## config.mk

```make
export PLATFORM = sky130hd
export DESIGN_NAME = two_phase_latch_clkgen
export DESIGN_NICKNAME = d
export VERILOG_FILES = /design/src/rtl/two_phase_latch_clkgen_pkg.sv /design/src/rtl/two_phase_latch_clkgen_phase_timer.sv /design/src/rtl/two_phase_latch_clkgen.sv
export SDC_FILE = /design/constraint.sdc
export NUM_CORES = 1
export LEC_CHECK = 0
export BUFFER_PORTS_ARGS = -buffer_cell sky130_fd_sc_hd__buf_2
export CAP_MARGIN = 20
export CORE_MARGIN = 2
export CORE_UTILIZATION = 25
export CTS_CLUSTER_DIAMETER = 80
export CTS_CLUSTER_SIZE = 28
export DETAILED_ROUTE_END_ITERATION = 8
export MAX_ROUTING_LAYER = met4
export PLACE_DENSITY_LB_ADDON = 0.15
export SYNTH_ARGS = -nofsm -noshare
export SYNTH_HDL_FRONTEND = slang
export SYNTH_SLANG_ARGS = --single-unit
```

## constraint.sdc

```tcl
create_clock -name clk -period 4.74 [get_ports clk]
set_clock_uncertainty 0.2 [all_clocks]
set_input_delay 0.237 -clock clk [delete_from_list [all_inputs] [get_ports clk]]
set_output_delay 0.237 -clock clk [all_outputs]
set_load 0.01 [all_outputs]
```

## src/rtl/two_phase_latch_clkgen_pkg.sv

```systemverilog
// Shared constants for the CNT latch clocking: state encodings and default
// phase timing, also used by the latch-stage testbenches.
package cnt_clk_pkg;

  localparam logic [2:0] ST_INIT = 3'd0;
  localparam logic [2:0] ST_IDLE = 3'd1;
  localparam logic [2:0] ST_PH1  = 3'd2;
  localparam logic [2:0] ST_GAP1 = 3'd3;
  localparam logic [2:0] ST_PH2  = 3'd4;
  localparam logic [2:0] ST_GAP2 = 3'd5;

  localparam int DEF_PHI_CYCLES  = 2;
  localparam int DEF_GAP_CYCLES  = 1;
  localparam int DEF_INIT_CYCLES = 4;
  localparam int DEF_CNT_WIDTH   = 16;

  function automatic int max3(input int a, input int b, input int c);
    int m;
    m = a;
    if (b > m) m = b;
    else m = m;
    if (c > m) m = c;
    else m = m;
    return m;
  endfunction

endpackage

```

## src/rtl/two_phase_latch_clkgen_phase_timer.sv

```systemverilog
// Reusable phase down-counter: loaded with (N-1) on state entry, holds at zero;
// the owner advances its state when zero is seen.
module phase_timer #(
  parameter int W = 3
) (
  input  logic         clk,
  input  logic         rst,
  input  logic         load,
  input  logic [W-1:0] load_val,
  output logic         zero,
  output logic [W-1:0] count
);

  logic [W-1:0] count_q;
  logic [W-1:0] count_d;

  // next count: load wins, otherwise decrement until zero
  always_comb begin
    count_d = count_q;
    if (load) begin
      count_d = load_val;
    end else if (count_q != {W{1'b0}}) begin
      count_d = count_q - W'(1);
    end else begin
      count_d = count_q;
    end
  end

  // counter register
  always_ff @(posedge clk) begin
    if (rst) begin
      count_q <= {W{1'b0}};
    end else begin
      count_q <= count_d;
    end
  end

  assign zero  = (count_q == {W{1'b0}});
  assign count = count_q;

endmodule

```

## src/rtl/two_phase_latch_clkgen.sv

```systemverilog
// Non-overlapping two-phase latch enable generator with latch reset,
// free-run / single-step control and a completed-cycle counter.
module two_phase_latch_clkgen
  import cnt_clk_pkg::*;
#(
  parameter int PHI_CYCLES  = DEF_PHI_CYCLES,
  parameter int GAP_CYCLES  = DEF_GAP_CYCLES,
  parameter int INIT_CYCLES = DEF_INIT_CYCLES,
  parameter int CNT_WIDTH   = DEF_CNT_WIDTH
) (
  input  logic                 clk,
  input  logic                 rst,
  input  logic                 run,
  input  logic                 step,
  output logic                 phi1,
  output logic                 phi2,
  output logic                 latch_rst,
  output logic                 cycle_done,
  output logic                 busy,
  output logic [CNT_WIDTH-1:0] cycle_count
);

  localparam int TW = $clog2(max3(PHI_CYCLES, GAP_CYCLES, INIT_CYCLES) + 1);
  localparam logic [TW-1:0] PHI_LD  = TW'(PHI_CYCLES - 1);
  localparam logic [TW-1:0] GAP_LD  = TW'(GAP_CYCLES - 1);
  localparam logic [TW-1:0] INIT_LD = TW'(INIT_CYCLES - 1);
  localparam logic [TW-1:0] T_ONE   = TW'(1);
  localparam logic [CNT_WIDTH-1:0] CNT_ONE = CNT_WIDTH'(1);

  logic [2:0]           state_q, state_d;
  logic                 init_load_q, init_load_d;
  logic                 phi1_q, phi1_d;
  logic                 phi2_q, phi2_d;
  logic                 latch_rst_q, latch_rst_d;
  logic                 cycle_done_q, cycle_done_d;
  logic                 busy_q, busy_d;
  logic [CNT_WIDTH-1:0] count_q, count_d;

  logic                 tmr_load;
  logic [TW-1:0]        tmr_val;
  logic                 tmr_zero;
  logic [TW-1:0]        tmr_count;

  phase_timer #(.W(TW)) u_timer (
    .clk      (clk),
    .rst      (rst),
    .load     (tmr_load),
    .load_val (tmr_val),
    .zero     (tmr_zero),
    .count    (tmr_count)
  );

  // next state, timer loads, completion pulse and registered output values
  always_comb begin
    state_d      = state_q;
    init_load_d  = init_load_q;
    tmr_load     = 1'b0;
    tmr_val      = {TW{1'b0}};
    cycle_done_d = 1'b0;
    count_d      = count_q;
    case (state_q)
      // reset leaves the timer at zero, so the INIT length is armed on the
      // first edge after rst is released
      ST_INIT: begin
        if (!init_load_q) begin
          tmr_load    = 1'b1;
          tmr_val     = INIT_LD;
          init_load_d = 1'b1;
        end else if (tmr_zero) begin
          state_d = ST_IDLE;
        end else begin
          state_d = ST_INIT;
        end
      end
      ST_IDLE: begin
        if (run || step) begin
          state_d  = ST_PH1;
          tmr_load = 1'b1;
          tmr_val  = PHI_LD;
        end else begin
          state_d = ST_IDLE;
        end
      end
      ST_PH1: begin
        if (tmr_zero) begin
          state_d  = ST_GAP1;
          tmr_load = 1'b1;
          tmr_val  = GAP_LD;
        end else begin
          state_d = ST_PH1;
        end
      end
      ST_GAP1: begin
        if (tmr_zero) begin
          state_d  = ST_PH2;
          tmr_load = 1'b1;
          tmr_val  = PHI_LD;
        end else begin
          state_d = ST_GAP1;
        end
      end
      ST_PH2: begin
        if (tmr_zero) begin
          state_d  = ST_GAP2;
          tmr_load = 1'b1;
          tmr_val  = GAP_LD;
          if (GAP_CYCLES == 1) begin
            cycle_done_d = 1'b1;
            count_d      = count_q + CNT_ONE;
          end else begin
            cycle_done_d = 1'b0;
          end
        end else begin
          state_d = ST_PH2;
        end
      end
      ST_GAP2: begin
        if (tmr_zero) begin
          if (run) begin
            state_d  = ST_PH1;
            tmr_load = 1'b1;
            tmr_val  = PHI_LD;
          end else begin
            state_d = ST_IDLE;
          end
        end else if (tmr_count == T_ONE) begin
          cycle_done_d = 1'b1;
          count_d      = count_q + CNT_ONE;
        end else begin
          state_d = ST_GAP2;
        end
      end
      default: begin
        state_d     = ST_INIT;
        init_load_d = 1'b0;
      end
    endcase

    phi1_d      = (state_d == ST_PH1) || (state_d == ST_INIT);
    phi2_d      = (state_d == ST_PH2) || (state_d == ST_INIT);
    latch_rst_d = (state_d == ST_INIT);
    busy_d      = (state_d != ST_IDLE);
  end

  // state and output registers
  always_ff @(posedge clk) begin
    if (rst) begin
      state_q      <= ST_INIT;
      init_load_q  <= 1'b0;
      phi1_q       <= 1'b1;
      phi2_q       <= 1'b1;
      latch_rst_q  <= 1'b1;
      cycle_done_q <= 1'b0;
      busy_q       <= 1'b1;
      count_q      <= {CNT_WIDTH{1'b0}};
    end else begin
      state_q      <= state_d;
      init_load_q  <= init_load_d;
      phi1_q       <= phi1_d;
      phi2_q       <= phi2_d;
      latch_rst_q  <= latch_rst_d;
      cycle_done_q <= cycle_done_d;
      busy_q       <= busy_d;
      count_q      <= count_d;
    end
  end

  assign phi1        = phi1_q;
  assign phi2        = phi2_q;
  assign latch_rst   = latch_rst_q;
  assign cycle_done  = cycle_done_q;
  assign busy        = busy_q;
  assign cycle_count = count_q;

endmodule

```

==> qor_table.md, run 1 <==
| Step | Parameter | Value |
|---|---|---|
| drt | Detail Route Antenna Nets | 0 |
| cts | Cts repair resizes | 0 |
| timing | Highest clock frequency the design can meet | 399 MHz |
| drt | Total vias in the final route | 1255 |
| cts | TritonCTS clock tree | yes |
| timing | Slew at the pin closest to its max-slew limit | 826 ps |
| pwr | Sw Ratio | 0.304 |
| cells and area | Final Util | 0.300 |
| critical path | Worst path depth | 6 |
| synth | Area leader, netlist | sky130_fd_sc_hd__dfxtp_1 |
| synth | Seq/Total Area, Yosys | 0.389 |
| placement | Count of buffers from port buffering | 24 |
| status | Result of the run | completed |
| critical path | Buffers plus inverters on the worst setup path | 1 |
| synth | Area share of xor/xnor cells in the synthesized design | 0.0304 |
| global routing | Tot GR Track Use | 0.113 |
| synth | Summed instance area of the synthesized netlist | 1440 µm² |
| timing | Crit share post-route | 0.529 |
| critical path | Slowest-stage cell, CP | sky130_fd_sc_hd__nor2b_1 |
| synth | Compound-Gate Fraction of Synth Area | 0.223 |
| run | Number of maximum-capacitance constraint violations | 0 |
| pwr | Internal power | 375 µW |
| cts | Post-CTS Setup Bufs | 0 |
| critical path | CP Launch Type | flip-flop |
| synth | Area share of fa/ha/maj cells after synthesis | 0.0347 |
| cts | Clock root buffer | sky130_fd_sc_hd__clkbuf_8 |
| synth | Top cells by area, synth | sky130_fd_sc_hd__dfxtp_1 (39%), sky130_fd_sc_hd__a21oi_1 (4.9%), sky130_fd_sc_hd__ha_1 (3.5%) |
| cells and area | Area of the multi-input gates | 820 µm² |
| drt | Remaining design rule violation count | 0 |
| cells and area | Area used by sequential logic in the layout | 561 µm² |
| synth | Synthesized area per cell | 8.68 µm² |
| critical path | Crit path max-delay family | compound AO/OA/AOI/OAI gates |
| pwr | Portion of total power attributed to sequential cells | 0.505 |
| cts | Number of levels in the clock H-tree | 1 |
| cts | Buffers from clock root to sink, at most | 2 |
| floorplanning | I/O pin count | 25 |
| hold path | Hold path endpoint | state_q[1] |
| critical path | Largest stage delay on the critical path | 590 ps |
| timing | Unrepaired setup endpoints after global routing | false |
| critical path | Largest fanout on the critical path | 11 |
| global routing | Wire length of the first global-routing pass | 5640 µm |
| placement | DP HPWL | 2390 µm |
| pwr | Areal power density over the cells | 324 nW/µm² |
| hold path | Startpoint of the worst hold path | run |
| critical path | CP Class | reg2reg |
| placement | Routability cong. | 0.769 |
| synth | Number of flops mapped to enable cells by yosys | 0 |
| pwr | IR Drop Worst-Case VDD | 162 µV |
| timing | Number of pins exceeding their max-slew limit in the final report | 0 |
| critical path | Worst setup slack for register-to-register paths | 2230 ps |
| pwr | Switching Power | 164 µW |
| hold path | Path class of the lowest-slack min-delay path | in2reg |
| synth | Area share of the largest cell type after synthesis | 0.389 |
| drt | Vias per cell | 4.88 |
| synth | Share of flip-flops with an asynchronous set or reset after synthesis | 0 |
| hold path | Number of instances on the worst hold path | 3 |
| critical path | Critical register-to-register path endpoint | latch_rst |
| drt | Routed length on met3 | 154 µm |
| floorplanning | Starting utilization of the core area | 0.260 |
| cts | Hold_buf cts | 0 |
| synth | Synth unique cells | 47 |
| cts | # clock sinks | 28 |
| floorplanning | Die span in y | 79.9 µm |
| floorplanning | Die span in x | 79.9 µm |
| global routing | Largest net degree at the start of global routing | 26 |
| critical path | Worst Setup End Kind | flip-flop |
| cells and area | Share of final-layout standard cells stronger than drive strength 1 | 0.173 |
| cts | Clk slew on worst S/H paths | 100 ps |
| timing | Final total negative setup slack | 0 ps |
| drt | Wire length on met2 | 1550 µm |
| global routing | Number of antenna violations at the first check in global routing | 0 |
| drt | Post-detailed-routing wire length | 3310 µm |
| timing | Relative slew slack | 0.447 |
| critical path | R2R cell count | 6 |
| critical path | Endpoint arrival time on the critical path | 2450 ps |
| synth | Post-synth top flop | sky130_fd_sc_hd__dfxtp_1 |
| drt | Per-cell routed wire length | 12.9 µm |
| pwr | Leakage component of the power | 0.627 nW |
| global routing | Number of global-route vias before repair | 1182 |
| drt | Top Layer Used | met4 |
| drt | Sum of routed wire segments on met1 | 1590 µm |
| synth | Synth Register Bits | 28 |
| critical path | Ordered cell list for the critical path | inv_1 -> ha_1 -> nor2b_1 -> a21boi_0 -> o41ai_1 -> nor4_1 |
| synth | Post-synthesis simple-gate area fraction | 0.266 |
| cts | Clock insertion delay at the later pin of the skew report | 270 ps |
| critical path | Crit path required time | 4680 ps |
| critical path | Reg-to-reg critical path startpoint | u_timer.count[0] |
| cells and area | Area added between synthesis and finish | 15.5% |
| timing | Final critical delay including setup and external delays | 2510 ps |
| pwr | Combinational share of power | 0.220 |
| synth | Share of cell area taken by muxes after synthesis | 0.0139 |
| cts | Inserted Clock Buffers | 3 |
| drt | Router iterations before antenna repair | 4 |
| global routing | Remaining Overflow, GRT | 0 |
| timing | Fin. Hold Viols | 0 |
| floorplanning | Placeable Area | 5540 µm² |
| critical path | Launch point of the critical path | u_timer.count[0] |
| pwr | Clock group share of total power | 0.275 |
| floorplanning | Cell row count | 27 |
| synth | Post-synthesis net count | 174 |
| cells and area | Antenna Cells | 0 |
| floorplanning | Die outline area | 6390 µm² |
| synth | Count of mapped cells out of synthesis | 166 |
| synth | Number of warnings reported in the yosys synthesis log | 0 |
| synth | Main combinational cell family by area after synthesis | simple AND/OR/NAND/NOR gates |
| timing | Endpoints failing setup | 0 |
| drt | Iteration-0 DRC Markers | 48 |
| cells and area | Final-stage net count | 194 |
| cells and area | Fill cell total of the finished layout | 598 |
==> logic make-up after synthesis <==
family | count (synthesis)
mux | 2
xor+xnor | 5
compound gates | 47
fa+ha+maj | 4
flops | 28
simple gates | 66
buf+inv | 14
==> worst reg2reg max path, stage by stage, from the launching register on <==
cell and delay (ps):
sky130_fd_sc_hd__dfxtp_1 320, sky130_fd_sc_hd__inv_1 110, sky130_fd_sc_hd__ha_1 260, sky130_fd_sc_hd__nor2b_1 590
sky130_fd_sc_hd__a21boi_0 190, sky130_fd_sc_hd__o41ai_1 570, sky130_fd_sc_hd__nor4_1 140
==> power groups by stage <==
| stage | Combinational, mW | Sequential, mW | Clock (mW) |
|---|---|---|---|
| 2_1_floorplan | 0.0961 | 0.272 | 0 |
| 3_3_place_gp | 0.117 | 0.277 | 0 |
| 3_5_place_dp | 0.117 | 0.277 | 0 |
| 4_1_cts | 0.118 | 0.272 | 0.155 |
| 5_1_grt | 0.132 | 0.275 | 0.165 |
| 6_report | 0.119 | 0.273 | 0.148 |
==> metal layers <==
metal / global-route usage / up-vias
met1: 0.143 / 574
met5: - / -
met4: 0.0305 / 0
met3: 0.0238 / 4
li1: - / 650
met2: 0.183 / 27
==> cell type report <==
class / count / share of cell area
Multi-Input combinational cell: 124 / 0.492
Sequential cell: 28 / 0.337
Timing Repair Buffer: 24 / 0.0722
Tap cell: 72 / 0.0541
Clock buffer: 4 / 0.0331
Inverter: 5 / 0.0113
==> worst max path at each step <==
stage,to,slack [ps]
finish,latch_rst,2230
global placement,cycle_count[15],2420
detailed placement,latch_rst,2300
floorplan,cycle_count[14],2780
CTS,latch_rst,2280
global route,phi2,1990
==> synth_stat cells (all sizes together) (2+ instances only) <==
library cell and instances:
a21oi 14, and3 5, buf 5, clkbuf 4
dfxtp 28, ha 4, inv 5, mux2i 2
nand2 8, nand2b 3, nand3 6, nor2 12
nor2b 5, nor3 6, o2111ai 2, o211ai 3
o21ai 11, o31ai 6, or2 2, or3 4
or4 6, xnor2 2, xor2 3
==> registers in the layout, indices dropped and copies added (netlist names) <==
signal	count
cycle_count	16
state_q	3
u_timer.count	3
busy	1
cycle_done	1
init_load_q	1
latch_rst	1
phi1	1
phi2	1
==> cells in the final DEF, fill, tap and decap left out, types with 2 or more instances in the layout <==
cell / netlist / final
sky130_fd_sc_hd__xor2_1: 3 / 3
sky130_fd_sc_hd__mux2i_1: 2 / 2
sky130_fd_sc_hd__o211ai_1: 2 / 2
sky130_fd_sc_hd__o2111ai_1: 2 / 2
sky130_fd_sc_hd__o21ai_0: 10 / 10
sky130_fd_sc_hd__nor2_1: 12 / 12
sky130_fd_sc_hd__nand3_1: 6 / 6
sky130_fd_sc_hd__clkbuf_8: 0 / 4
sky130_fd_sc_hd__buf_2: 4 / 24
sky130_fd_sc_hd__and3_1: 5 / 5
sky130_fd_sc_hd__or4_1: 6 / 6
sky130_fd_sc_hd__nor2b_1: 5 / 5
sky130_fd_sc_hd__a21oi_1: 14 / 14
sky130_fd_sc_hd__ha_1: 4 / 4
sky130_fd_sc_hd__nand2b_1: 3 / 3
sky130_fd_sc_hd__inv_1: 5 / 5
sky130_fd_sc_hd__nor3_1: 6 / 6
sky130_fd_sc_hd__or3_1: 4 / 4
sky130_fd_sc_hd__o31ai_1: 6 / 6
sky130_fd_sc_hd__nand2_1: 8 / 8
sky130_fd_sc_hd__xnor2_1: 2 / 2
sky130_fd_sc_hd__dfxtp_1: 28 / 28
==> per-stage QoR <==
step | std cells | cell area [µm²] | setup WS (ps) | hold WS (ps) | total power [mW]
2_1_floorplan | 166 | 1440 | 2780 | 265 | 0.369
3_3_place_gp | 253 | 1610 | 2420 | 273 | 0.394
3_5_place_dp | 253 | 1610 | 2300 | 278 | 0.394
4_1_cts | 257 | 1660 | 2280 | 145 | 0.546
5_1_grt | 257 | 1660 | 1990 | 214 | 0.573
6_report | 257 | 1660 | 2230 | 160 | 0.540
(Power assumes the default switching activity.)
==> run 2, diff against run 1 <==
clock period = 2.2 ns   (was 4.74 ns; I/O delays follow)
==> run 2 against run 1 <==
Non-clock buffer count up 10. Hold slack worse by 94 ps. Via count up 6.0%. Final cell count up 3.9%. Clock power rose to 2.8 times the previous value. Die area unchanged. Clock-buffer cell count down 1. Final area up 6.4%. First-iteration DRC count up 27%. Sequential cell count unchanged. Worst setup slack worse by 2100 ps. Global-route usage up 0.58 points. Critical path type unchanged. Largest power group unchanged.
==> qor_table.md, run 2 (synthesis gave the netlist of run 1 again) <==
| Step | Parameter | Value | Change |
|---|---|---|---|
| cells and area | Share of final-layout standard cells stronger than drive strength 1 | 0.231 | was 0.173 |
| floorplanning | Cell row count | 27 | unchanged |
| critical path | Largest stage delay on the critical path | 400 ps | was 590 ps |
| cts | # clock sinks | 28 | unchanged |
| drt | Router iterations before antenna repair | 4 | unchanged |
| timing | Worst hold slack after final layout | 65.8 ps | was 160 ps |
| drt | Vias per cell | 4.98 | was 4.88 |
| cells and area | Commonest cells after routing, fill and taps aside | sky130_fd_sc_hd__dfxtp_1 (27), sky130_fd_sc_hd__buf_2 (24), sky130_fd_sc_hd__a21oi_1 (14), sky130_fd_sc_hd__nor2_1 (12), sky130_fd_sc_hd__o21ai_0 (10) | was sky130_fd_sc_hd__dfxtp_1 (28), sky130_fd_sc_hd__buf_2 (24), sky130_fd_sc_hd__a21oi_1 (14), sky130_fd_sc_hd__nor2_1 (12), sky130_fd_sc_hd__o21ai_0 (10) |
| cells and area | Area added between synthesis and finish | 22.8% | was 15.5% |
| pwr | IR Drop Worst-Case VDD | 255 µV | was 162 µV |
| pwr | Areal power density over the cells | 728 nW/µm² | was 324 nW/µm² |
| critical path | Slowest-stage cell, CP | sky130_fd_sc_hd__or4_1 | was sky130_fd_sc_hd__nor2b_1 |
| drt | Iteration-0 DRC Markers | 61 | was 48 |
| cells and area | Most common library cell in the layout ignoring fill and taps | sky130_fd_sc_hd__dfxtp_1 | unchanged |
| global routing | Remaining Overflow, GRT | 0 | unchanged |
| global routing | Number of global-route vias before repair | 1345 | was 1182 |
| cells and area | Max reg flops | 16 | unchanged |
| cts | Post-CTS Setup Bufs | 0 | unchanged |
| critical path | Ordered cell list for the critical path | inv_1 -> ha_2 -> and2b_2 -> o211ai_1 -> buf_4 -> or4_1 -> a21oi_1 | was inv_1 -> ha_1 -> nor2b_1 -> a21boi_0 -> o41ai_1 -> nor4_1 |
| floorplanning | I/O pin count | 25 | unchanged |
| cts | Clock insertion delay at the later pin of the skew report | 270 ps | about the same |
| timing | Final critical delay including setup and external delays | 2100 ps | was 2510 ps |
| hold path | Path class of the lowest-slack min-delay path | in2reg | unchanged |
| critical path | Worst path depth | 7 | was 6 |
| cells and area | Antenna Cells | 0 | unchanged |
| floorplanning | Starting utilization of the core area | 0.260 | unchanged |
| timing | Final total negative setup slack | 0 ps | unchanged |
| critical path | Endpoint arrival time on the critical path | 2110 ps | was 2450 ps |
| drt | Per-cell routed wire length | 13.1 µm | was 12.9 µm |
| cells and area | Area used by sequential logic in the layout | 562 µm² | was 561 µm² |
| status | Result of the run | completed | unchanged |
| global routing | Wire length of the first global-routing pass | 6010 µm | was 5640 µm |
| floorplanning | Die span in x | 79.9 µm | unchanged |
| drt | Total vias in the final route | 1330 | was 1255 |
| critical path | Largest fanout on the critical path | 6 | was 11 |
| timing | Unrepaired setup endpoints after global routing | false | unchanged |
| cts | Number of levels in the clock H-tree | 1 | unchanged |
| cells and area | Area of the multi-input gates | 831 µm² | was 820 µm² |
| cts | Clk slew on worst S/H paths | 100 ps | about the same |
| timing | Highest clock frequency the design can meet | 475 MHz | was 399 MHz |
| critical path | Buffers plus inverters on the worst setup path | 2 | was 1 |
| cts | Inserted Clock Buffers | 3 | unchanged |
| placement | DP HPWL | 2580 µm | was 2390 µm |
| timing | Slew at the pin closest to its max-slew limit | 392 ps | was 826 ps |
| cells and area | Fill cell total of the finished layout | 621 | was 598 |
| cts | Buffers from clock root to sink, at most | 2 | unchanged |
| critical path | Crit path required time | 2210 ps | was 4680 ps |
| critical path | CP Launch Type | flip-flop | unchanged |
| timing | Relative slew slack | 0.736 | was 0.447 |
| timing | Fin. Hold Viols | 0 | unchanged |
| timing | Number of pins exceeding their max-slew limit in the final report | 0 | unchanged |
| floorplanning | Die outline area | 6390 µm² | unchanged |
| placement | Count of buffers from port buffering | 24 | unchanged |
| timing | Crit share post-route | 0.956 | was 0.529 |
| global routing | Tot GR Track Use | 0.119 | was 0.113 |
| global routing | Largest net degree at the start of global routing | 23 | was 26 |
| drt | Remaining design rule violation count | 0 | unchanged |
| drt | Detail Route Antenna Nets | 0 | unchanged |
| critical path | Worst Setup End Kind | flip-flop | unchanged |
| critical path | R2R cell count | 7 | was 6 |
| hold path | Number of instances on the worst hold path | 3 | unchanged |
| critical path | Crit path max-delay family | simple AND/OR/NAND/NOR gates | was compound AO/OA/AOI/OAI gates |
| cts | Clock root buffer | sky130_fd_sc_hd__clkbuf_8 | unchanged |
| pwr | Leakage component of the power | 0.689 nW | was 0.627 nW |
| run | Number of maximum-capacitance constraint violations | 0 | unchanged |
| timing | Endpoints failing setup | 0 | unchanged |
| cells and area | Final-stage net count | 204 | was 194 |
| cts | TritonCTS clock tree | yes | unchanged |
| placement | Routability cong. | 0.774 | was 0.769 |
| floorplanning | Die span in y | 79.9 µm | unchanged |
| floorplanning | Placeable Area | 5540 µm² | unchanged |
| critical path | CP Class | reg2reg | unchanged |
| global routing | Number of antenna violations at the first check in global routing | 0 | unchanged |
| drt | Post-detailed-routing wire length | 3490 µm | was 3310 µm |
## run 2: report_power, final
part	switching [mW]	leakage (nW)	internal [mW]	total, mW
clock network	0.165	0.0357	0.244	0.409
registers	0.0248	0.228	0.548	0.573
logic	0.179	0.425	0.129	0.308
total	0.369	0.689	0.920	1.29
## run 2: cell type report
cell class	instances	area share
flip-flops and latches	28	0.317
inverters	5	0.0106
multi-input cells	124	0.469
repair buffers	34	0.112
clock buffers	3	0.0233
well taps	72	0.0509
clock inverters	1	0.0170
## run 2: worst reg2reg max path, cell delays in order (launching register included)
cell,delay (ps)
sky130_fd_sc_hd__dfxtp_2,330
sky130_fd_sc_hd__inv_1,110
sky130_fd_sc_hd__ha_2,240
sky130_fd_sc_hd__and2b_2,220
sky130_fd_sc_hd__o211ai_1,180
sky130_fd_sc_hd__buf_4,200
sky130_fd_sc_hd__or4_1,400
sky130_fd_sc_hd__a21oi_1,160
## run 2: per-stage QoR
step	power [mW]	worst slack [ps]	cells	cell area (µm²)	utilization
after floorplan	0.794	237	166	1440	-
after global placement	0.873	125	262	1680	0.303
after detailed placement	0.879	62.4	262	1680	0.303
after CTS	1.30	25.1	267	1760	0.317
after global routing	1.37	0.519	267	1770	0.320
final	1.29	96.0	267	1770	0.320
## run 2: metal layers
metal / GRT usage / part of all wire / vias up / wire length [µm]
li1: - / - / 668 / -
met1: 0.142 / 0.45 / 636 / 1580
met2: 0.210 / 0.51 / 22 / 1770
met3: 0.0170 / 0.035 / 4 / 123
met4: 0.0305 / 0.0060 / 0 / 21
met5: - / 0 / - / 0
## run 2: path summary, 6_finish.rpt
check                         from              end  slack (ps)
hold / removal                 run       state_q[1]          70
hold reg to reg    cycle_count[14]  cycle_count[14]         300
setup reg to reg  u_timer.count[0]  cycle_count[13]         100
setup / recovery  u_timer.count[0]  cycle_count[13]         100
## run 2: repair_timing
item                       CTS  global route
resized for setup            0             4
hold buffers                 1             0
hold endpoints to repair     1             0
setup endpoints to repair    0            10
==> run 3, diff against run 2 <==
HOLD_SLACK_MARGIN = 0.15   (was unset)
==> run 3 against run 2 <==
Clock power is essentially flat. Global-route usage about the same. Register-to-register slack is essentially flat. Critical endpoint unchanged. Total power increased by 0.68%. Core utilization increased by 0.54 points. Final cell count increased by 1.1%. Final area rose by 1.7%. Non-clock buffer count up 3. Combinational power is 2% higher. Wire length shrank 0.34%. Maximum frequency increased by 0.34%.
==> qor_table.md, run 3 (synthesis gave the netlist of run 1 again) <==
| Step | Parameter | Value | Change |
|---|---|---|---|
| timing | Highest clock frequency the design can meet | 477 MHz | was 475 MHz |
| timing | Relative slew slack | 0.735 | was 0.736 |
| cells and area | Antenna Cells | 0 | unchanged |
| placement | DP HPWL | 2580 µm | unchanged |
| critical path | Largest fanout on the critical path | 6 | unchanged |
| placement | Routability cong. | 0.774 | unchanged |
| pwr | Areal power density over the cells | 721 nW/µm² | was 728 nW/µm² |
| hold path | Startpoint of the worst hold path | cycle_count[14] | was run |
| pwr | IR Drop Worst-Case VDD | 257 µV | was 255 µV |
| critical path | CP Launch Type | flip-flop | unchanged |
| pwr | Portion of total power attributed to sequential cells | 0.441 | was 0.444 |
| cts | TritonCTS clock tree | yes | unchanged |
| global routing | Tot GR Track Use | 0.119 | about the same |
| hold path | Number of instances on the worst hold path | 2 | was 3 |
| cts | # clock sinks | 28 | unchanged |
| drt | Per-cell routed wire length | 12.9 µm | was 13.1 µm |
| timing | Fin. Hold Viols | 0 | unchanged |
| critical path | Reg-to-reg critical path startpoint | u_timer.count[0] | unchanged |
| pwr | Sw Ratio | 0.288 | was 0.286 |
| critical path | Critical register-to-register path endpoint | cycle_count[13] | unchanged |
| run | Number of maximum-capacitance constraint violations | 0 | unchanged |
| timing | Final total negative setup slack | 0 ps | unchanged |
| critical path | CP Class | reg2reg | unchanged |
| pwr | Clock group share of total power | 0.317 | about the same |
| global routing | Wire length of the first global-routing pass | 6030 µm | was 6010 µm |
| timing | Unrepaired setup endpoints after global routing | false | unchanged |
| drt | Router iterations before antenna repair | 4 | unchanged |
| cts | Clock insertion delay at the later pin of the skew report | 270 ps | about the same |
| floorplanning | Die outline area | 6390 µm² | unchanged |
| cells and area | Final-stage net count | 207 | was 204 |
| critical path | Crit path required time | 2210 ps | about the same |
| global routing | Remaining Overflow, GRT | 0 | unchanged |
| drt | Total vias in the final route | 1319 | was 1330 |
| critical path | Worst Setup End Kind | flip-flop | unchanged |
| floorplanning | Cell row count | 27 | unchanged |
| floorplanning | I/O pin count | 25 | unchanged |
| placement | Count of buffers from port buffering | 24 | unchanged |
| pwr | Leakage component of the power | 0.703 nW | was 0.689 nW |
| cells and area | Area added between synthesis and finish | 24.9% | was 22.8% |
| timing | Worst hold slack after final layout | 305 ps | was 65.8 ps |
| timing | Number of pins exceeding their max-slew limit in the final report | 0 | unchanged |
| global routing | Largest net degree at the start of global routing | 23 | unchanged |
| cells and area | Share of final-layout standard cells stronger than drive strength 1 | 0.227 | was 0.231 |
| drt | Remaining design rule violation count | 0 | unchanged |
| timing | Endpoints failing setup | 0 | unchanged |
| cts | Number of levels in the clock H-tree | 1 | unchanged |
| floorplanning | Starting utilization of the core area | 0.260 | unchanged |
| cts | Inserted Clock Buffers | 3 | unchanged |
| drt | Detail Route Antenna Nets | 0 | unchanged |
| placement | Number of placed instances with taps included | 262 | unchanged |
| cells and area | Commonest cells after routing, fill and taps aside | sky130_fd_sc_hd__dfxtp_1 (27), sky130_fd_sc_hd__buf_2 (24), sky130_fd_sc_hd__a21oi_1 (14), sky130_fd_sc_hd__nor2_1 (12), sky130_fd_sc_hd__o21ai_0 (10) | unchanged |
| floorplanning | Placeable Area | 5540 µm² | unchanged |
| pwr | Combinational share of power | 0.242 | was 0.239 |
| timing | Final critical delay including setup and external delays | 2100 ps | about the same |
| drt | Iteration-0 DRC Markers | 71 | was 61 |
| critical path | Worst setup slack for register-to-register paths | 100 ps | about the same |
| critical path | Launch point of the critical path | u_timer.count[0] | unchanged |
| cts | Clock root buffer | sky130_fd_sc_hd__clkbuf_8 | unchanged |
| drt | Post-detailed-routing wire length | 3480 µm | was 3490 µm |
| floorplanning | Die span in x | 79.9 µm | unchanged |
| timing | Slew at the pin closest to its max-slew limit | 397 ps | was 392 ps |
| cells and area | Final instance count without filler cells | 270 | was 267 |
| pwr | Internal power | 924 µW | was 920 µW |
| timing | Post-layout worst setup margin | 103 ps | was 96.0 ps |
| critical path | Endpoint arrival time on the critical path | 2110 ps | about the same |
| floorplanning | Die span in y | 79.9 µm | unchanged |
| hold path | Path class of the lowest-slack min-delay path | reg2reg | was in2reg |
| critical path | R2R cell count | 7 | unchanged |
| global routing | Number of antenna violations at the first check in global routing | 0 | unchanged |
| status | Result of the run | completed | unchanged |
| cells and area | Fill cell total of the finished layout | 621 | unchanged |
| drt | Vias per cell | 4.89 | was 4.98 |
| global routing | Number of global-route vias before repair | 1351 | was 1345 |
| cells and area | Max reg flops | 16 | unchanged |
| placement | Worst-case setup slack after placement | 62.4 ps | unchanged |
| hold path | Hold path endpoint | cycle_count[14] | was state_q[1] |
| cts | Buffers from clock root to sink, at most | 2 | unchanged |
| timing | Crit share post-route | 0.953 | was 0.956 |
| pwr | Switching Power | 374 µW | was 369 µW |
| cells and area | Most common library cell in the layout ignoring fill and taps | sky130_fd_sc_hd__dfxtp_1 | unchanged |
| cts | Clk slew on worst S/H paths | 100 ps | about the same |
[run 3: per-stage QoR]
step                instance area (µm²)  power, mW  utilization
finish                             1800       1.30        0.325
global route                       1800       1.37        0.325
CTS                                1790       1.30        0.323
detailed placement                 1680      0.879        0.303
global placement                   1680      0.873        0.303
floorplan                          1440      0.794            -
[run 3: how the worst max path moves through the flow]
stage	to	depth (start not counted)
detailed placement	cycle_count[13]	7
CTS	cycle_count[13]	7
global placement	cycle_count[14]	7
finish	cycle_count[13]	7
global route	cycle_count[8]	7
floorplan	cycle_count[14]	7
[run 3: worst max-delay path, stage by stage, from the launching register on]
cell and delay [ps]:
sky130_fd_sc_hd__dfxtp_2 330, sky130_fd_sc_hd__inv_1 110, sky130_fd_sc_hd__ha_2 240, sky130_fd_sc_hd__and2b_2 220
sky130_fd_sc_hd__o211ai_1 180, sky130_fd_sc_hd__buf_4 200, sky130_fd_sc_hd__or4_1 400, sky130_fd_sc_hd__a21oi_1 160
[run 3: final cells by class]
| type | count | area [µm²] | share of cell area |
|---|---|---|---|
| inverter | 5 | 18.8 | 0.0104 |
| multi-input combinational | 124 | 831 | 0.461 |
| tap | 72 | 90.1 | 0.0500 |
| timing repair buffer | 37 | 228 | 0.126 |
| clock buffer | 3 | 41.3 | 0.0229 |
| clock inverter | 1 | 30.0 | 0.0167 |
| sequential | 28 | 562 | 0.312 |
[run 3: timing repair]
item                       4_1_cts  5_1_grt
setup endpoints to repair        0       10
hold endpoints to repair        22        0
hold buffers                     4        0
gates resized for setup          0        4
setup buffers                    0        0
[run 3: layer usage]
metal  track usage  share of wire
met3        0.0170          0.035
met4        0.0305         0.0023
met2         0.212           0.50
met5             -              0
met1         0.142           0.46
[run 3: power by group through the flow]
stage	sequential (mW)	clock (mW)	combinational, mW
detailed placement	0.584	0	0.296
finish	0.573	0.412	0.314
CTS	0.573	0.426	0.302
global placement	0.583	0	0.289
global route	0.580	0.443	0.350
floorplan	0.587	0	0.207
